<file path="config.mk">
export PLATFORM = sky130hd
export DESIGN_NAME = peri_serial_rx
export DESIGN_NICKNAME = d
export VERILOG_FILES = /design/src/rtl/peri_pkg.sv /design/src/rtl/peri_sync.sv /design/src/rtl/peri_serial_rx.sv
export SDC_FILE = /design/constraint.sdc
export NUM_CORES = 1
export LEC_CHECK = 0
export CAP_MARGIN = 30
export CORE_UTILIZATION = 48
export DETAILED_ROUTE_END_ITERATION = 16
export PLACE_DENSITY_LB_ADDON = 0.25
export SLEW_MARGIN = 0
export SYNTH_ARGS = -nofsm -noshare
export SYNTH_HDL_FRONTEND = slang
export SYNTH_HIERARCHICAL = 1
export SYNTH_SLANG_ARGS = --single-unit
export TNS_END_PERCENT = 10
</file>
<file path="constraint.sdc">
create_clock -name clock -period 1.45 [get_ports clock]
set_input_delay 0.29 -clock clock [delete_from_list [all_inputs] [get_ports clock]]
set_output_delay 0.29 -clock clock [all_outputs]
set_load 0.005 [all_outputs]
</file>
<file path="src/rtl/peri_pkg.sv">
// ============================================================================
// Module : peri_pkg
// Brief  : Shared types and constants for the peripheral serial link receiver.
// Rev    : 1.0  initial release
// ============================================================================
`default_nettype none

package peri_pkg;

  localparam int PERI_WORD_W = 16;

  typedef enum logic [1:0] {
    IDLE = 2'd0,
    RECV = 2'd1,
    FULL = 2'd2,
    ERR  = 2'd3
  } rx_state_t;

endpackage

`default_nettype wire

</file>
<file path="src/rtl/peri_sync.sv">
// ============================================================================
// Module : peri_sync
// Brief  : N-flop synchroniser for one asynchronous input line.
// Rev    : 1.0  initial release
// ============================================================================
`default_nettype none

module peri_sync #(
  parameter int   STAGES = 2,
  parameter logic INIT   = 1'b0
) (
  input  logic clock,
  input  logic reset,
  input  logic d,
  output logic q
);

  logic [STAGES-1:0] r_sync;

  always_ff @(posedge clock) begin
    if (reset) begin
      r_sync <= {STAGES{INIT}};
    end else begin
      r_sync <= {r_sync[STAGES-2:0], d};
    end
  end

  assign q = r_sync[STAGES-1];

endmodule

`default_nettype wire

</file>
<file path="src/rtl/peri_serial_rx.sv">
// ============================================================================
// Module : peri_serial_rx
// Brief  : 3-wire serial link receiver with valid/ready output, framing error
//          and overrun reporting.
// Rev    : 1.0  initial release
// ============================================================================
`default_nettype none

module peri_serial_rx
  import peri_pkg::*;
#(
  parameter int WIDTH         = PERI_WORD_W,
  parameter int CS_ACTIVE_LOW = 1,
  parameter int SYNC_STAGES   = 2
) (
  input  logic             clock,
  input  logic             reset,
  input  logic             P_CLOCK,
  input  logic             P_DATA,
  input  logic             P_CS,
  output logic [WIDTH-1:0] rx_data,
  output logic             rx_valid,
  input  logic             rx_ready,
  output logic             frame_err,
  output logic             overrun,
  input  logic             clear_overrun,
  output logic             busy
);

  localparam int             CW         = $clog2(WIDTH + 1);
  localparam logic           c_cs_idle  = (CS_ACTIVE_LOW != 0) ? 1'b1 : 1'b0;
  localparam logic [CW-1:0]  c_last_bit = CW'(WIDTH - 1);

  logic w_clk_s;
  logic w_data_s;
  logic w_cs_s;

  peri_sync #(.STAGES(SYNC_STAGES), .INIT(1'b0)) u_sync_clk (
    .clock (clock),
    .reset (reset),
    .d     (P_CLOCK),
    .q     (w_clk_s)
  );

  peri_sync #(.STAGES(SYNC_STAGES), .INIT(1'b0)) u_sync_data (
    .clock (clock),
    .reset (reset),
    .d     (P_DATA),
    .q     (w_data_s)
  );

  peri_sync #(.STAGES(SYNC_STAGES), .INIT(c_cs_idle)) u_sync_cs (
    .clock (clock),
    .reset (reset),
    .d     (P_CS),
    .q     (w_cs_s)
  );

  rx_state_t              r_state;
  logic [WIDTH-1:0]       r_shift;
  logic [CW-1:0]          r_count;
  logic [WIDTH-1:0]       r_data;
  logic                   r_valid;
  logic                   r_frame_err;
  logic                   r_overrun;
  logic                   r_busy;
  logic                   r_clk_hist;
  logic                   r_cs_hist;
  logic [SYNC_STAGES-1:0] r_warm;

  logic w_cs_act;
  logic w_rise;
  logic w_warm;
  logic w_cs_start;
  logic w_accept;
  logic w_commit;

  assign w_cs_act   = w_cs_s ^ c_cs_idle;
  assign w_rise     = w_clk_s & ~r_clk_hist;
  assign w_warm     = r_warm[SYNC_STAGES-1];
  assign w_cs_start = w_warm & w_cs_act & ~r_cs_hist;
  assign w_accept   = r_valid & rx_ready;
  assign w_commit   = (r_state == FULL) & ~w_cs_act;

  // Until the synchronisers have flushed after reset, the CS history is held
  // "active" so a frame already running on the pins is never joined mid-way.
  always_ff @(posedge clock) begin
    if (reset) begin
      r_warm <= '0;
    end else begin
      r_warm <= {r_warm[SYNC_STAGES-2:0], 1'b1};
    end
  end

  always_ff @(posedge clock) begin
    if (reset) begin
      r_state     <= IDLE;
      r_shift     <= '0;
      r_count     <= '0;
      r_data      <= '0;
      r_valid     <= 1'b0;
      r_frame_err <= 1'b0;
      r_overrun   <= 1'b0;
      r_busy      <= 1'b0;
      r_clk_hist  <= 1'b0;
      r_cs_hist   <= 1'b0;
    end else begin
      r_clk_hist  <= w_clk_s;
      r_cs_hist   <= w_warm ? w_cs_act : 1'b1;
      r_frame_err <= 1'b0;

      // CS going inactive is tested first so it wins over a same-cycle rise.
      case (r_state)
        IDLE: begin
          if (w_cs_start) begin
            r_state <= RECV;
            r_shift <= '0;
            r_count <= '0;
            r_busy  <= 1'b1;
          end
        end
        RECV: begin
          if (!w_cs_act) begin
            r_frame_err <= 1'b1;
            r_state     <= IDLE;
            r_busy      <= 1'b0;
          end else if (w_rise) begin
            r_shift <= {r_shift[WIDTH-2:0], w_data_s};
            r_count <= r_count + 1'b1;
            if (r_count == c_last_bit) begin
              r_state <= FULL;
            end
          end
        end
        FULL: begin
          if (!w_cs_act) begin
            r_state <= IDLE;
            r_busy  <= 1'b0;
          end else if (w_rise) begin
            r_state <= ERR;
          end
        end
        ERR: begin
          if (!w_cs_act) begin
            r_frame_err <= 1'b1;
            r_state     <= IDLE;
            r_busy      <= 1'b0;
          end
        end
        default: begin
          r_state <= IDLE;
          r_busy  <= 1'b0;
        end
      endcase

      // A same-cycle accept frees the slot, so the new word replaces the old.
      if (w_commit) begin
        if (!r_valid || w_accept) begin
          r_data  <= r_shift;
          r_valid <= 1'b1;
        end
      end else if (w_accept) begin
        r_valid <= 1'b0;
      end

      if (clear_overrun) begin
        r_overrun <= 1'b0;
      end else if (w_commit && r_valid && !w_accept) begin
        r_overrun <= 1'b1;
      end
    end
  end

  assign rx_data   = r_data;
  assign rx_valid  = r_valid;
  assign frame_err = r_frame_err;
  assign overrun   = r_overrun;
  assign busy      = r_busy;

endmodule

`default_nettype wire

</file>
==> results_dict.tcl <==
set metrics [dict create \
    grt_pass1_wl_um 5560 \
    detail-route-antenna-nets 0 \
    holdPathEnd "u_sync_cs/r_sync[1]" \
    cts_tree "done" \
    max_freq_mhz 647 \
    numCtsBuffers 5 \
    failed_checks "setup timing" \
    post_drt_wl_per_cell_um 12.2 \
    synth-compound-area-share_pct 9.07 \
    finalNetCount 250 \
    ios 27 \
    antenna_found_initial 0 \
    synth-xor-area-share_pct 0 \
    place.gp.congestion 0.729 \
    synth_cells 203 \
    async_flop_share_pct 0 \
    grt_usage_pct 17.4 \
    h-tree-depth 2 \
    status "complete, but fails checks" \
    critPathCaptureType "flop" \
    cp.buffers_inverters 2 \
    whs_path_depth 1 \
    synth_top_area_share_pct 54.5 \
    grt.overflow.total 0 \
    hpwl_um 2220 \
    synth_edf_count 0 \
    slew_headroom_pct 82.7 \
    fin_ws_ns -0.0959 \
    syn_area_um2 1950 \
    synth_simple_gate_area_share_pct 20.9 \
    clock_path_buffers 2 \
    hold_class "flop to flop" \
    numClockSinks 53 \
    ys_seq_area_share_pct 54.5 \
    clk_pin_slew_worst_paths_ns 0.08 \
    p_leak_nw 1.16 \
    synthTopCellsByArea "dfxtp_1 55%, mux2i_1 8.2%, nand3_1 4.9%, o21ai_0 4.6%, nor2_1 4.1%" \
    r2r_slack_ns -0.1 \
    worstHoldStart "u_sync_cs/r_sync[0]" \
    synth_cell_types 34 \
    max_stage_delay_ns 0.40 \
    worst_clock_skew_ns 0.00579 \
    finalMaxSlewViolations 0 \
    ff2ff_path_depth 6 \
    synth_area_leader_cell "dfxtp_1" \
    via_per_inst 5.06 \
    synth-adder-area-share_pct 1.29 \
    syn_nets 212 \
    min_period_ns 1.55 \
    hold_buffers 0 \
    ys.flop_type "dfxtp_1" \
    drt_iter0_markers 56 \
    ys_ff_latch 53 \
    nFillCells 305 \
    die_h_um 65.7 \
    drive_gt1_share_pct 20.7 \
    core_um2 3770 \
    die_w_um 65.7 \
    path_cells "or3b_4 -> a211oi_4 -> buf_6 -> buf_6 -> or2_4 -> a31oi_1" \
    rsz0062_at_grt "true" \
    drcViolationCount 0 \
    firstDrtPassIters 4 \
    io_buffers 26 \
    initial_utilization_pct 51.6 \
    n_antenna_cell 0 \
    synth.avg_cell_area_um2 9.58 \
    ys_warn_count 6 \
    worstSkewPairLatency_ns 0.30 \
    grt_max_degree 22 \
    cpMostUsedCell "buf_6" \
    wl_um 3520 \
    total_power_mw 2.38 \
    dpl-instance-area_um2 2340 \
    drv_cap 0 \
    hold_violations 0 \
    setup_viol 21 \
    area_growth_pct 30.4 \
    r2r-end "r_count[2]" \
    critPathKind "flop to flop" \
    path_max_fanout 8 \
    worst_ep_arrival_time_ns 1.74 \
    num_rows 22 \
    power.density_nw_per_um2 939 \
    muxShareOfSynthArea_pct 8.81 \
    worst_pin_slew_ns 0.258 \
    required_ns 1.64 \
    crit_family "simple AND/OR/NAND/NOR gates" \
    grt_pass1_vias 1245 \
    timing.final.crit_share_pct 107 \
    vias 1462 \
    critPathLaunchType "flop" \
    synth_top_family_by_area "simple AND/OR/NAND/NOR gates" \
    final_cell_area_um2 2540 \
    peakVddDrop_mv 0.561 \
    root_buffer "clkbuf_8" \
    dieArea_um2 4310 \
    reg2reg_from "r_cs_hist" \
    crit_slowest_cell "or3b_4" \
]
state kept, by name, summed over array words and instances, names as in the netlist, 2 cells and up:
signal and count:
r_count 5, u_sync_clk/r_sync 2, rx_data 16, u_sync_cs/r_sync 2, u_sync_data/r_sync 2, r_shift 16, r_state 2, r_warm 2
synthesized netlist by cell type (all sizes together) (2+ instances only):
master and count:
nand3 19, nand2 18, a211oi 2, and3 2, mux2i 16, nand2b 2, inv 2, a21oi 3
buf 12, nor2 21, dfxtp 53, ha 2, o21ai 18, nor3b 2, clkbuf 3, a31oi 3
or2 3, nor3 2, nor2b 8, nand3b 3
cells by family (layout without fill, tap and decap cells):
| logic type | count (synthesis) | after routing |
|---|---|---|
| muxes | 17 | 17 |
| and+or+nand+nor | 83 | 83 |
| DFF | 53 | 53 |
| AOI/OAI and AO/OA | 30 | 30 |
| buffers and inverters | 18 | 56 |
| adders and majority gates | 2 | 2 |
how the worst max path moves through the flow:
stage,endpoint,startpoint,slack [ns],depth (start not counted)
2_1_floorplan,r_count[0],r_state[0],-0.09,6
3_3_place_gp,r_count[3],reset,-0.17,5
3_5_place_dp,r_count[3],reset,-0.17,5
4_1_cts,r_count[4],r_cs_hist,-0.06,5
5_1_grt,r_count[3],r_cs_hist,-0.16,6
6_report,r_count[2],r_cs_hist,-0.1,6
what timing repair did:
| item | in CTS | in global routing |
|---|---|---|
| gates resized for setup | 4 | 38 |
| gates cloned | 0 | 2 |
| pin swaps | 0 | 1 |
| setup buffers | 0 | 2 |
| endpoints found under the setup margin | 17 | 56 |
where the power goes:
part / total (mW) / switching, mW / internal [mW]
combinational: 0.0958 / 0.0446 / 0.0512
sequential: 1.47 / 0.00630 / 1.47
clock: 0.813 / 0.434 / 0.379
stage by stage:
step	hold WS [ns]	utilization (%)	setup WS, ns	instances	setup TNS [ns]
floorplan	0.362	-	-0.0913	203	-0.400
global placement	0.386	62.1	-0.168	278	-2.71
detailed placement	0.394	62.1	-0.166	278	-3.43
CTS	0.413	64.7	-0.0565	285	-0.470
global route	0.437	67.3	-0.159	289	-2.77
finish	0.408	67.3	-0.0959	289	-1.13
placed cells by master (no fill, tap or decap), types with 2 or more instances in the layout:
master and count:
dfxtp_1 37, nor2_1 21, nand2_1 18, nand3_1 17
mux2i_1 16, dfxtp_2 16, o21ai_0 14, dlymetal6s2s_1 14
buf_4 13, clkdlybuf4s50_1 12, nor2b_1 7, clkbuf_8 6
o21ai_1 4, nand3b_1 3, a31oi_1 3, a21oi_1 3
buf_6 3, inv_1 2, and3_1 2, nand2b_1 2
nand3_2 2, nor3_1 2, ha_1 2, buf_12 2
or2_1 2
metal layers:
layer / wire, µm / up-vias / share of wire (%) / global-route usage, %
met2: 1650 / 21 / 47 / 26.8
li1: - / 762 / - / -
met3: 124 / 6 / 3.5 / 5.73
met4: 62 / 0 / 1.8 / 8.15
met5: 0 / - / 0 / 0
met1: 1680 / 673 / 48 / 21.7
final cells by class:
type / instances / area (µm²) / area share [%]
clock buffers: 7 / 86.3 / 3.40
inverters: 3 / 11.3 / 0.444
multi-input cells: 132 / 810 / 31.9
flip-flops and latches: 53 / 1080 / 42.6
well taps: 48 / 60.1 / 2.37
repair buffers: 46 / 489 / 19.3
(Power assumes the default switching activity.)
